===== src/rtl/coreaxi4dmacontroller_int_queue.sv =====
// Interrupt request queue for the AXI4 DMA controller: accepts completion
// and error requests into a small FIFO, acks each once, and raises irq.
//   in : clock, resetn, intReq/errReq (+DscrptrNum), intEnable, intClr
//   out: intReqAck, errReqAck, irq, headValid, headDscrptrNum, headErr,
//        queueCount
module coreaxi4dmacontroller_int_queue #(
  parameter int DSCRPTR_NUM_WIDTH = 2,
  parameter int QUEUE_DEPTH       = 4,
  parameter int QUEUE_PTR_WIDTH   = 2
) (
  input  logic                         clock,
  input  logic                         resetn,
  input  logic                         intReq,
  input  logic [DSCRPTR_NUM_WIDTH-1:0] intReqDscrptrNum,
  output logic                         intReqAck,
  input  logic                         errReq,
  input  logic [DSCRPTR_NUM_WIDTH-1:0] errReqDscrptrNum,
  output logic                         errReqAck,
  input  logic                         intEnable,
  input  logic                         intClr,
  output logic                         irq,
  output logic                         headValid,
  output logic [DSCRPTR_NUM_WIDTH-1:0] headDscrptrNum,
  output logic                         headErr,
  output logic [QUEUE_PTR_WIDTH:0]     queueCount
);

  localparam int DW = DSCRPTR_NUM_WIDTH;
  localparam int PW = QUEUE_PTR_WIDTH;
  localparam logic [PW:0] DEPTH_C = (PW+1)'(QUEUE_DEPTH);

  typedef enum logic [2:0] {
    IDLE    = 3'b001,
    ACK_INT = 3'b010,
    ACK_ERR = 3'b100
  } state_e;

  state_e        state_q, state_d;
  logic [DW:0]   mem_q [QUEUE_DEPTH];
  logic [DW:0]   mem_d [QUEUE_DEPTH];
  logic [PW-1:0] rd_ptr_q, rd_ptr_d;
  logic [PW-1:0] wr_ptr_q, wr_ptr_d;
  logic [PW:0]   count_q, count_d;
  logic          irq_q, irq_d;

  logic          idle;
  logic          pop;
  logic          space;
  logic          push_err;
  logic          push_int;
  logic          push;
  logic [DW:0]   wdata;
  logic [DW:0]   head_w;

  assign idle = (state_q == IDLE);
  assign pop  = intClr && (count_q != '0);
  // A full queue still takes a request when this cycle's pop frees a slot.
  assign space    = (count_q < DEPTH_C) || pop;
  assign push_err = idle && space && errReq;
  assign push_int = idle && space && !errReq && intReq;
  assign push     = push_err || push_int;
  assign wdata    = push_err ? {1'b1, errReqDscrptrNum}
                             : {1'b0, intReqDscrptrNum};

  always_comb begin
    state_d = IDLE;
    unique case (1'b1)
      state_q[0]: begin
        if (push_err)      state_d = ACK_ERR;
        else if (push_int) state_d = ACK_INT;
      end
      default: state_d = IDLE;
    endcase
  end

  always_comb begin
    mem_d    = mem_q;
    rd_ptr_d = rd_ptr_q;
    wr_ptr_d = wr_ptr_q;
    if (push) begin
      mem_d[wr_ptr_q] = wdata;
      wr_ptr_d        = wr_ptr_q + PW'(1);
    end
    if (pop) begin
      rd_ptr_d = rd_ptr_q + PW'(1);
    end
    count_d = count_q + {{PW{1'b0}}, push} - {{PW{1'b0}}, pop};
    irq_d   = (count_d != '0) && intEnable;
  end

  always_ff @(posedge clock or negedge resetn) begin
    if (!resetn) begin
      state_q  <= IDLE;
      rd_ptr_q <= '0;
      wr_ptr_q <= '0;
      count_q  <= '0;
      irq_q    <= 1'b0;
      for (int i = 0; i < QUEUE_DEPTH; i++) begin
        mem_q[i] <= '0;
      end
    end else begin
      state_q  <= state_d;
      rd_ptr_q <= rd_ptr_d;
      wr_ptr_q <= wr_ptr_d;
      count_q  <= count_d;
      irq_q    <= irq_d;
      mem_q    <= mem_d;
    end
  end

  assign head_w         = mem_q[rd_ptr_q];
  assign headValid      = (count_q != '0);
  assign headDscrptrNum = headValid ? head_w[DW-1:0] : '0;
  assign headErr        = headValid && head_w[DW];
  assign queueCount     = count_q;
  assign intReqAck      = (state_q == ACK_INT);
  assign errReqAck      = (state_q == ACK_ERR);
  assign irq            = irq_q;

endmodule

===== config.mk =====
export PLATFORM = sky130hd
export DESIGN_NAME = coreaxi4dmacontroller_int_queue
export DESIGN_NICKNAME = d
export VERILOG_FILES = /design/src/rtl/coreaxi4dmacontroller_int_queue.sv
export SDC_FILE = /design/constraint.sdc
export NUM_CORES = 1
export LEC_CHECK = 0
export ABC_CLOCK_PERIOD_IN_PS = 3200
export CORE_MARGIN = 5
export CORE_UTILIZATION = 27
export DETAILED_ROUTE_END_ITERATION = 16
export PLACE_DENSITY = 0.45
export SLEW_MARGIN = 20
export SYNTH_ARGS = -nofsm -noshare
export SYNTH_HDL_FRONTEND = slang
export SYNTH_SLANG_ARGS = --single-unit

===== constraint.sdc =====
create_clock -name clock -period 3.2 [get_ports clock]
set_clock_uncertainty 0.05 [all_clocks]
set_input_delay 0.64 -clock clock [delete_from_list [all_inputs] [get_ports clock]]
set_output_delay 0.64 -clock clock [all_outputs]
set_load 0.1 [all_outputs]

Word level (Yosys, flattened, before mapping)
Cells that the tools add are included.
{"block": "totals", "out_inout_bits": 10, "mem_count": 0, "mem_bits_rw": 0, "elab_cells": 46, "latchBits": 0, "ff_bits": 23, "in_bits": 10, "romBits": 0}
{"block": "op_classes", "reduce_logical": 13, "mux": 11, "eq_ne": 3, "n_bitwise": 2, "mul": 0, "addsub": 4, "order_cmp": 4, "div_mod_pow": 0, "shift": 0}
{"op": "3-bit 2-to-1 mux", "count": 6}
{"op": "12-bit bitwise mux", "count": 1}
{"op": "1-bit logical AND", "count": 8}
{"op": "3-bit binary-select mux with 2-bit select", "count": 1}
{"op": "3-bit demux with 2-bit select", "count": 1}
{"op": "3-bit greater-or-equal comparator, second input constant", "count": 2}
{"op": "2-bit NOT with 3-bit output", "count": 2}
{"op": "3-bit nonzero test", "count": 2}
{"op": "2-bit by 1-bit adder with 2-bit output, second input constant", "count": 2}
{"op": "2-bit 2-to-1 mux", "count": 2}
{"op": "3-bit by 1-bit adder with 3-bit output", "count": 1}
{"op": "3-bit by 1-bit == test with 1-bit output, second input constant", "count": 1}
{"op": "3-bit by 2-bit == test with 1-bit output, second input constant", "count": 1}
{"op": "3-bit == test, second input constant", "count": 1}
{"op": "3-bit by 1-bit < comparator with 1-bit output, second input constant", "count": 1}
{"op": "3-bit < comparator, second input constant", "count": 1}
{"op": "3-bit by 1-bit subtractor with 3-bit output", "count": 1}
{"op": "1-bit logical OR", "count": 2}
{"op": "1-bit zero test", "count": 1}

Depth between registers and ports, before layout
Gate-level depths: netlist of the first run.
{"block": "depth", "word_depth": 11, "ltp_mapped": 10, "depth_no_buf": 10}

Worst setup path after synthesis of the first run
Ideal clock, no wire load.
{"block": "synth_timing", "kind": "register to register", "start": "register count_q[2] (netlist: queueCount[2])", "end": "register irq_q (netlist: irq)", "setup_time_ps": 124, "stages_incl_launch_ff": 10, "required_ps": 3026, "period_less_slack_ps": 3657, "path_slack_ps": -457, "arrival_time_ps": 3483, "n_path_buf": 0, "cell_sequence": "dfrtp_1 -> or3_1 -> and2_1 -> ha_1 -> inv_1 -> ha_1 -> fa_1 -> xor2_1 -> xnor2_1 -> o31a_1"}
{"block": "synth_between", "elab_chain_cells": 11, "word_cells_on_any_way": 13, "cone_classes": "add/sub (2); order compare (1); reduce/logical (10)"}
{"item": "from (decl)", "line_no": "43", "text": "logic [PW:0] count_q, count_d;"}
{"item": "from (signal assigned)", "line_no": "105", "text": "count_q <= count_d;"}
{"item": "3-bit nonzero test (*)"}
{"item": "via headValid", "line_no": "22", "text": "output logic headValid,"}
{"item": "1-bit logical AND (*)", "line_no": "56", "text": "assign pop = intClr && (count_q != '0);"}
{"item": "via pop", "line_no": "47", "text": "logic pop;"}
{"item": "1-bit logical OR", "line_no": "58", "text": "assign space = (count_q < DEPTH_C) || pop;"}
{"item": "1-bit logical AND", "line_no": "59, 60"}
{"item": "1-bit logical AND (2 in series)", "line_no": "60", "text": "assign push_int = idle && space && !errReq && intReq;"}
{"item": "1-bit logical OR", "line_no": "61", "text": "assign push = push_err || push_int;"}
{"item": "3-bit by 1-bit adder with 3-bit output", "line_no": "87", "text": "count_d = count_q + {{PW{1'b0}}, push} - {{PW{1'b0}}, pop};"}
{"item": "3-bit by 1-bit subtractor with 3-bit output (*)", "line_no": "87"}
{"item": "via count_d[2]", "line_no": "43"}
{"item": "3-bit nonzero test (*)", "line_no": "88", "text": "irq_d = (count_d != '0) && intEnable;"}
{"item": "1-bit logical AND (*)", "line_no": "88"}
{"item": "via irq_d", "line_no": "44", "text": "logic irq_q, irq_d;"}
{"item": "to (signal assigned)", "line_no": "106", "text": "irq_q <= irq_d;"}
{"item": "to (decl)", "line_no": "44"}
Mark *: on every way through the listed nets, which the timed path passes. The rest lies on a longest branch.
A chain may end at the register's enable or synchronous reset.

Worst setup path in the final report of the first run
{"block": "layout_timing", "start": "input errReq", "end": "register irq_q (netlist: irq)"}
{"block": "layout_between", "elab_chain_cells": 8, "word_cells_on_any_way": 9, "cone_classes": "add/sub (2); reduce/logical (7)"}
{"item": "from (decl)", "line_no": "16", "text": "input logic errReq,"}
{"item": "1-bit zero test", "line_no": "60"}
{"item": "1-bit logical AND (2 in series)", "line_no": "60"}
{"item": "1-bit logical OR (*)", "line_no": "61"}
{"item": "3-bit by 1-bit adder with 3-bit output (*)", "line_no": "87"}
{"item": "3-bit by 1-bit subtractor with 3-bit output (*)", "line_no": "87"}
{"item": "via count_d[2]", "line_no": "43"}
{"item": "3-bit nonzero test (*)", "line_no": "88"}
{"item": "1-bit logical AND (*)", "line_no": "88"}
{"item": "via irq_d", "line_no": "44"}
Marked as above.

==> impl_metrics.tcl, run 1 <==
set metrics [dict create \
    status "finished, final reports clean" \
    viasPerCell 4.40 \
    diodes 0 \
    cts_tree "done" \
    path_class "input port to flip-flop" \
    die_w_um 75.0 \
    clk_latency_ns 0.26 \
    cp-end-kind "flip-flop" \
    die_h_um 75.0 \
    dieArea_um2 5630 \
    top_usage_layer "met2" \
    rsz0062_at_grt "no" \
    grt_use_total_pct 9.49 \
    initial_utilization_pct 28.1 \
    cts_buffers 3 \
    core_area_um2 4060 \
    cp_max_fo 3 \
    num_io_pins 20 \
    start_kind "input port" \
    grt.met3_usage_pct 2.94 \
    synth.most_common_cell "dfrtp_1" \
    worst_ep_required_time_ns 3.30 \
    finalSetupViolations 0 \
    post_cts_buffers 0 \
    drv_cap 0 \
    firstDrtPassIters 4 \
    drv_slew 0 \
    path_clk_slew_ns 0.07 \
    hold_class "flip-flop to flip-flop" \
    antenna_found_initial 0 \
    syn2layout_area_growth_pct 26.9 \
    synth-seq-cells 23 \
    post-route-period-util_pct 89.4 \
    placed_cells 153 \
    min_period_ns 2.86 \
    wire_per_inst_um 14.4 \
    remaining_drc_errors 0 \
    synth_common_cells "dfrtp_1 (22), inv_1 (7), ha_1 (6), mux2_1 (6), nand2_1 (6)" \
    tightest_slew_ns 0.302 \
    yosys.area.top_type "dfrtp_1" \
    cts_hold_buf 0 \
    cts_max_level 1 \
    synth_area_um2 1140 \
    synth_warnings 0 \
    rows 23 \
    fin_cells 157 \
    drt_iter0_markers 52 \
    hpwl_mm 1.78 \
    grt_max_degree 24 \
    cts_resized 0 \
    vias 691 \
    post-place-ws_ns 0.0488 \
    synth_ff_type "dfrtp_1" \
    grt_pass1_wl_mm 3.96 \
    yosysUniqueCellTypes 26 \
    synthesis.nets 99 \
    yosysSeqAreaShare_pct 50.5 \
    maxSlewHeadroom_pct 79.9 \
    nets 125 \
    synth_area_per_cell_um2 13.9 \
    grt_remaining_overflow 0 \
    clockBufferDepth 2 \
    wl_mm 2.27 \
    synth.top_cell.area_share_pct 48.2 \
    cp.arrival_ns 2.96 \
    grt_pass1_vias 804 \
    clkSinkCount 23 \
    drive_gt1_share_pct 32.7 \
    port_buffers 19 \
    fmax_mhz 349 \
    gr-usage-met1_pct 12.2 \
    netlist_instances 82 \
    cts-root-buf "clkbuf_8" \
    hold_violations 0 \
    synth_edf_count 0 \
    worst_slack_ns 0.338 \
    met2_usage_pct 15.6 \
    place.gp.congestion 0.650 \
    drtAntennaViolNets 0 \
    synthArstFlopShare_pct 100 \
    synth_area_leaders "dfrtp_1 (48%), ha_1 (6.6%), mux2_1 (5.9%), mux4_2 (5.9%), a22o_2 (3.5%)" \
]
-- critical path: stages --
cell             delay [ns]
clkdlybuf4s50_1        0.50
nor2_1                 0.08
nor4_4                 0.26
inv_1                  0.07
ha_1                   0.27
inv_1                  0.04
ha_1                   0.18
fa_1                   0.37
xor2_1                 0.16
xnor2_1                0.15
o31a_1                 0.24
-- final cells by class --
| type | instances | area [um^2] |
|---|---|---|
| clock buffers | 4 | 45.0 |
| fillers | 392 | 2610 |
| inverters | 7 | 26.3 |
| multi-input cells | 51 | 549 |
| flip-flops and latches | 23 | 577 |
| well taps | 50 | 62.6 |
| repair buffers | 22 | 188 |
-- path summary, 6_finish.rpt --
path,slack [ns],end,startpoint,depth (start not counted)
max in group asynchronous,2.14,state_q[0],resetn,2
worst max register to register,0.52,irq,queueCount[2],9
worst min-delay path,0.44,mem_q[0],mem_q[0],1
min in group asynchronous,0.68,mem_q[10],resetn,2
worst max-delay path,0.34,irq,errReq,11
worst min register to register,0.44,mem_q[0],mem_q[0],1
-- per-layer routing --
| layer | part of all wire [%] | up-vias |
|---|---|---|
| met3 | 4.5 | 2 |
| met1 | 44 | 347 |
| li1 | - | 332 |
| met5 | 0 | - |
| met2 | 50 | 10 |
| met4 | 0.84 | 0 |
-- through the flow --
| stage | hold WS (ns) | utilization (%) | setup TNS [ns] | area, um^2 |
|---|---|---|---|---|
| 6_report | 0.444 | 35.7 | 0 | 1450 |
| 5_1_grt | 0.470 | 35.7 | 0 | 1450 |
| 4_1_cts | 0.449 | 35.7 | 0 | 1450 |
| 2_1_floorplan | 0.294 | - | -0.0983 | 1160 |
| 3_3_place_gp | 0.429 | 34.6 | 0 | 1400 |
| 3_5_place_dp | 0.431 | 34.6 | 0 | 1400 |
-- sequential cells by signal, indices dropped and copies added, names as in the netlist --
register	flops
wr_ptr_q	2
mem_q	12
rd_ptr_q	2
queueCount	3
irq	1
state_q	3
-- kinds of logic (layout without fill, tap and decap cells) --
| family | count (synthesis) | count (layout) | share of synthesized area, % |
|---|---|---|---|
| AND/OR/NAND/NOR | 20 | 20 | 13.5 |
| flip-flops | 23 | 23 | 50.5 |
| buffers and inverters | 8 | 33 | 2.63 |
| XOR/XNOR | 5 | 5 | 3.84 |
| multiplexers | 13 | 13 | 16.4 |
| adder cells (fa/ha/maj) | 7 | 7 | 8.33 |
| AO/OA/AOI/OAI | 6 | 6 | 4.71 |
-- placed cells by master, fill, tap and decap left out --
master | synthesis | final
mux2_1 | 6 | 6
mux2_2 | 2 | 2
and2_1 | 4 | 4
a22o_2 | 4 | 4
nor2_1 | 1 | 1
and2b_4 | 1 | 1
inv_1 | 7 | 7
buf_4 | 0 | 13
nand2b_4 | 1 | 1
nand2_1 | 6 | 6
xnor2_1 | 3 | 3
dfstp_2 | 1 | 1
fa_1 | 1 | 1
o21ai_0 | 1 | 1
clkbuf_8 | 0 | 3
clkdlybuf4s50_1 | 0 | 9
nand2b_1 | 1 | 1
nor4_4 | 1 | 1
mux4_2 | 3 | 3
xor2_1 | 2 | 2
dfrtp_1 | 22 | 22
ha_1 | 6 | 6
nor3b_2 | 0 | 2
or3_4 | 0 | 1
clkbuf_1 | 1 | 1
nor4_1 | 1 | 1
mux2_4 | 2 | 2
nor4b_4 | 1 | 1
o31a_1 | 1 | 1
Power of run 1 is not shown: default switching activity piles up to over one toggle a cycle in this logic, so the estimate is an artifact.
==> inputs of run 2 (changes only) <==
- CORE_ASPECT_RATIO: default -> 0.6
- CTS_CLUSTER_DIAMETER: default -> 40
==> impl_metrics.tcl, run 2 (synthesized netlist as in run 1, its figures left out) <==
set metrics [dict create \
    syn2layout_area_growth_pct 28.1 \
    start_kind "input port" \
    crit_family "adder cells" \
    path_depth 11 \
    path_class "input port to flip-flop" \
    r2r_cells 9 \
    largest_reg_flops 12 \
    nets 125 \
    antenna_found_initial 0 \
    cts-root-buf "clkbuf_8" \
    min_period_ns 2.89 \
    hold_class "flip-flop to flip-flop" \
    wl_mm 2.20 \
    path_cells "clkdlybuf4s50_1, nor2_1, nor4_4, inv_1, ha_1, inv_1, ha_1, fa_1, xor2_1, xnor2_1, o31a_1" \
    drive_gt1_share_pct 33.6 \
    cts_max_level 1 \
    rows 18 \
    crit_start "errReq" \
    path_buf_inv 3 \
    post_cts_buffers 0 \
    cts_buffers 3 \
    r2r_slack_ns 0.50 \
    cts_hold_buf 0 \
    drtAntennaViolNets 0 \
    r2r_end "irq" \
    vias 683 \
    grt_pass1_vias 753 \
    core_area_um2 4100 \
    clk_latency_ns 0.27 \
    post-route-period-util_pct 90.4 \
    drv_cap 0 \
    die_h_um 60.4 \
    cp-end-kind "flip-flop" \
    diodes 0 \
    finalSetupViolations 0 \
    hold_violations 0 \
    critPathSlowestCell "clkdlybuf4s50_1" \
    port_buffers 19 \
    layout_common_cells "dfrtp_1 (22), buf_4 (13), clkdlybuf4s50_1 (9)" \
    rsz0062_at_grt "no" \
    viasPerCell 4.09 \
    cp_max_fo 3 \
    regMostFlops "mem_q" \
    initial_utilization_pct 27.8 \
    worst_slack_ns 0.307 \
    status "finished, final reports clean" \
    worst_ep_required_time_ns 3.31 \
    cts_resized 0 \
    num_io_pins 20 \
    hpwl_mm 1.75 \
    clockBufferDepth 2 \
    fmax_mhz 346 \
    critPathMaxStageDelay_ns 0.49 \
    grt_max_degree 24 \
    drt_iter0_markers 35 \
    cts_tree "done" \
    grt_pass1_wl_mm 3.71 \
    remaining_drc_errors 0 \
    grt_use_total_pct 8.89 \
    grt_remaining_overflow 0 \
    crit_end "irq" \
    path_clk_slew_ns 0.08 \
    clkSinkCount 23 \
    post-place-ws_ns -0.000839 \
    maxSlewHeadroom_pct 70.0 \
    firstDrtPassIters 4 \
    dieArea_um2 5670 \
    tightest_slew_ns 0.448 \
    mostFrequentLayoutCell "dfrtp_1" \
    wire_per_inst_um 13.2 \
    drv_slew 0 \
    r2r_start "queueCount[2]" \
    place.gp.congestion 0.673 \
    cp.arrival_ns 3.00 \
    die_w_um 93.9 \
]
## run 2: changes by cell type in the layout (fill, tap and decap cells not counted)
cell / change
clkinv_2: +1
clkbuf_1: -1
## run 2: per-layer routing
layer / global-route usage (%) / share of wire (%) / vias up / wire [um]
met5: 0 / 0 / - / 0
met2: 12.4 / 39 / 13 / 848
met3: 3.22 / 4.1 / 4 / 91
li1: - / - / 339 / -
met4: 3.09 / 1.4 / 0 / 31
met1: 12.7 / 56 / 327 / 1230
## run 2: how the worst min path moves through the flow
| stage | start | slack [ns] | cells after the start | end |
|---|---|---|---|---|
| final | mem_q[7] | 0.44 | 1 | mem_q[7] |
| after global routing | mem_q[9] | 0.47 | 1 | mem_q[9] |
| after CTS | mem_q[7] | 0.45 | 1 | mem_q[7] |
| after detailed placement | mem_q[10] | 0.43 | 1 | mem_q[10] |
| after global placement | mem_q[7] | 0.42 | 1 | mem_q[7] |
| after floorplan | resetn | 0.29 | 0 | irq |
## run 2: layout make-up
cell class	count	area (um^2)
Clock buffer	3	41.3
Fill cell	413	2640
Multi-Input combinational cell	51	549
Inverter	7	26.3
Tap cell	60	75.1
Sequential cell	23	577
Timing Repair Buffer	22	188
Clock inverter	1	5.00
## run 2: worst register-to-register path, delay by kind of cell, from the launching register on
family                   cells  cell delay [ns]
buffers and inverters        1             0.04
AND/OR/NAND/NOR              2             0.64
adder cells (fa/ha/maj)      3             0.87
XOR/XNOR                     2             0.31
AO/OA/AOI/OAI                1             0.25
flip-flops                   1             0.43
## run 2: through the flow
stage               hold WS [ns]  utilization, %  instances    TNS, ns  cell area, um^2
detailed placement         0.430            34.5        163  -0.000839             1420
floorplan                  0.294               -         82    -0.0983             1160
global placement           0.422            34.5        163          0             1420
finish                     0.442            35.7        167          0             1460
CTS                        0.452            35.7        167          0             1460
global route               0.466            35.7        167          0             1460
Power of run 2 is left out for the same reason.
==> inputs of run 3 (changes only) <==
- CELL_PAD_IN_SITES_DETAIL_PLACEMENT: default -> 1
- CELL_PAD_IN_SITES_GLOBAL_PLACEMENT: default -> 1
- CORE_UTILIZATION: 27 -> 41
- PLACE_DENSITY: 0.45 -> 0.75
==> impl_metrics.tcl, run 3 (synthesized netlist as in run 1, its figures left out) <==
set metrics [dict create \
    firstDrtPassIters 4 \
    drt_iter0_markers 49 \
    hpwl_mm 1.97 \
    clkSinkCount 23 \
    grt_pass1_vias 830 \
    critPathSlowestCell "clkdlybuf4s50_1" \
    grt_remaining_overflow 0 \
    drv_cap 0 \
    hold_violations 0 \
    regMostFlops "mem_q" \
    cp-end-kind "flip-flop" \
    r2r_slack_ns 0.50 \
    clk_latency_ns 0.27 \
    num_io_pins 20 \
    crit_family "adder cells" \
    core_area_um2 2570 \
    post-route-period-util_pct 90.9 \
    cts_max_level 1 \
    dieArea_um2 3970 \
    drive_gt1_share_pct 32.7 \
    cts_resized 0 \
    utilization_pct 55.3 \
    diodes 0 \
    mostFrequentLayoutCell "dfrtp_1" \
    path_buf_inv 3 \
    wire_per_inst_um 17.7 \
    die_h_um 50.9 \
    wl_mm 2.47 \
    hold_class "flip-flop to flip-flop" \
    cp.arrival_ns 3.00 \
    viasPerCell 5.06 \
    critPathMaxStageDelay_ns 0.50 \
    remaining_drc_errors 0 \
    fmax_mhz 344 \
    antenna_found_initial 0 \
    nets 125 \
    rsz0062_at_grt "no" \
    worst_ep_required_time_ns 3.29 \
    path_clk_slew_ns 0.07 \
    placedInstanceArea_um2 1380 \
    cts-root-buf "clkbuf_8" \
    cts_hold_buf 0 \
    layout_common_cells "dfrtp_1 (22), buf_4 (13), clkdlybuf4s50_1 (9)" \
    cp_max_fo 3 \
    place.gp.congestion 0.809 \
    grt_pass1_wl_mm 4.17 \
    syn2layout_area_growth_pct 24.9 \
    drtAntennaViolNets 0 \
    drv_slew 0 \
    port_buffers 19 \
    path_class "input port to flip-flop" \
    start_kind "input port" \
    min_period_ns 2.91 \
    tightest_slew_ns 0.401 \
    grt_max_degree 24 \
    post_cts_buffers 0 \
    vias 704 \
    finalInstanceArea_um2 1430 \
    status "finished, final reports clean" \
    initial_utilization_pct 44.3 \
    maxSlewHeadroom_pct 73.2 \
    die_w_um 78.1 \
    rows 14 \
    finalSetupViolations 0 \
    cts_buffers 3 \
    grt_use_total_pct 13.8 \
    largest_reg_flops 12 \
    clockBufferDepth 2 \
    cts_tree "done" \
    path_cells "clkdlybuf4s50_1, nor2_1, nor4_4, inv_1, ha_1, inv_1, ha_1, fa_1, xor2_1, xnor2_1, o31a_1" \
]
[run 3: cell count changes in the layout (fill, tap and decap cells not counted)]
cell | previous run | this run
clkbuf_1 | 0 | 1
clkinv_2 | 1 | 0
[run 3: routing by layer]
metal | GRT usage [%] | routed length (um) | up-vias
met5 | 0 | 0 | -
met4 | 3.37 | 18 | 0
met3 | 4.39 | 141 | 2
met2 | 22.3 | 1150 | 18
met1 | 18.4 | 1150 | 353
li1 | - | - | 331
[run 3: layout make-up]
| cell class | instances | area [um^2] |
|---|---|---|
| fill | 264 | 1150 |
| sequential | 23 | 577 |
| multi-input combinational | 51 | 549 |
| timing repair buffer | 22 | 188 |
| clock buffer | 4 | 45.0 |
| tap | 32 | 40.0 |
| inverter | 7 | 26.3 |
[run 3: path summary, 6_finish.rpt]
kind / startpoint / depth (start not counted) / end
worst max-delay path: errReq / 11 / irq
worst min-delay path: mem_q[1] / 1 / mem_q[1]
worst max register to register: queueCount[2] / 9 / irq
worst min register to register: mem_q[1] / 1 / mem_q[1]
max in group asynchronous: resetn / 2 / state_q[0]
min in group asynchronous: resetn / 2 / wr_ptr_q[1]
[run 3: through the flow]
step | TNS, ns | cells | setup slack (ns) | hold WS [ns]
floorplan | -0.0983 | 82 | -0.0983 | 0.294
global placement | 0 | 135 | 0.0959 | 0.423
detailed placement | 0 | 135 | 0.00294 | 0.430
CTS | 0 | 139 | 0.281 | 0.448
global route | 0 | 139 | 0.147 | 0.470
finish | 0 | 139 | 0.292 | 0.442
Power of run 3 is left out for the same reason.
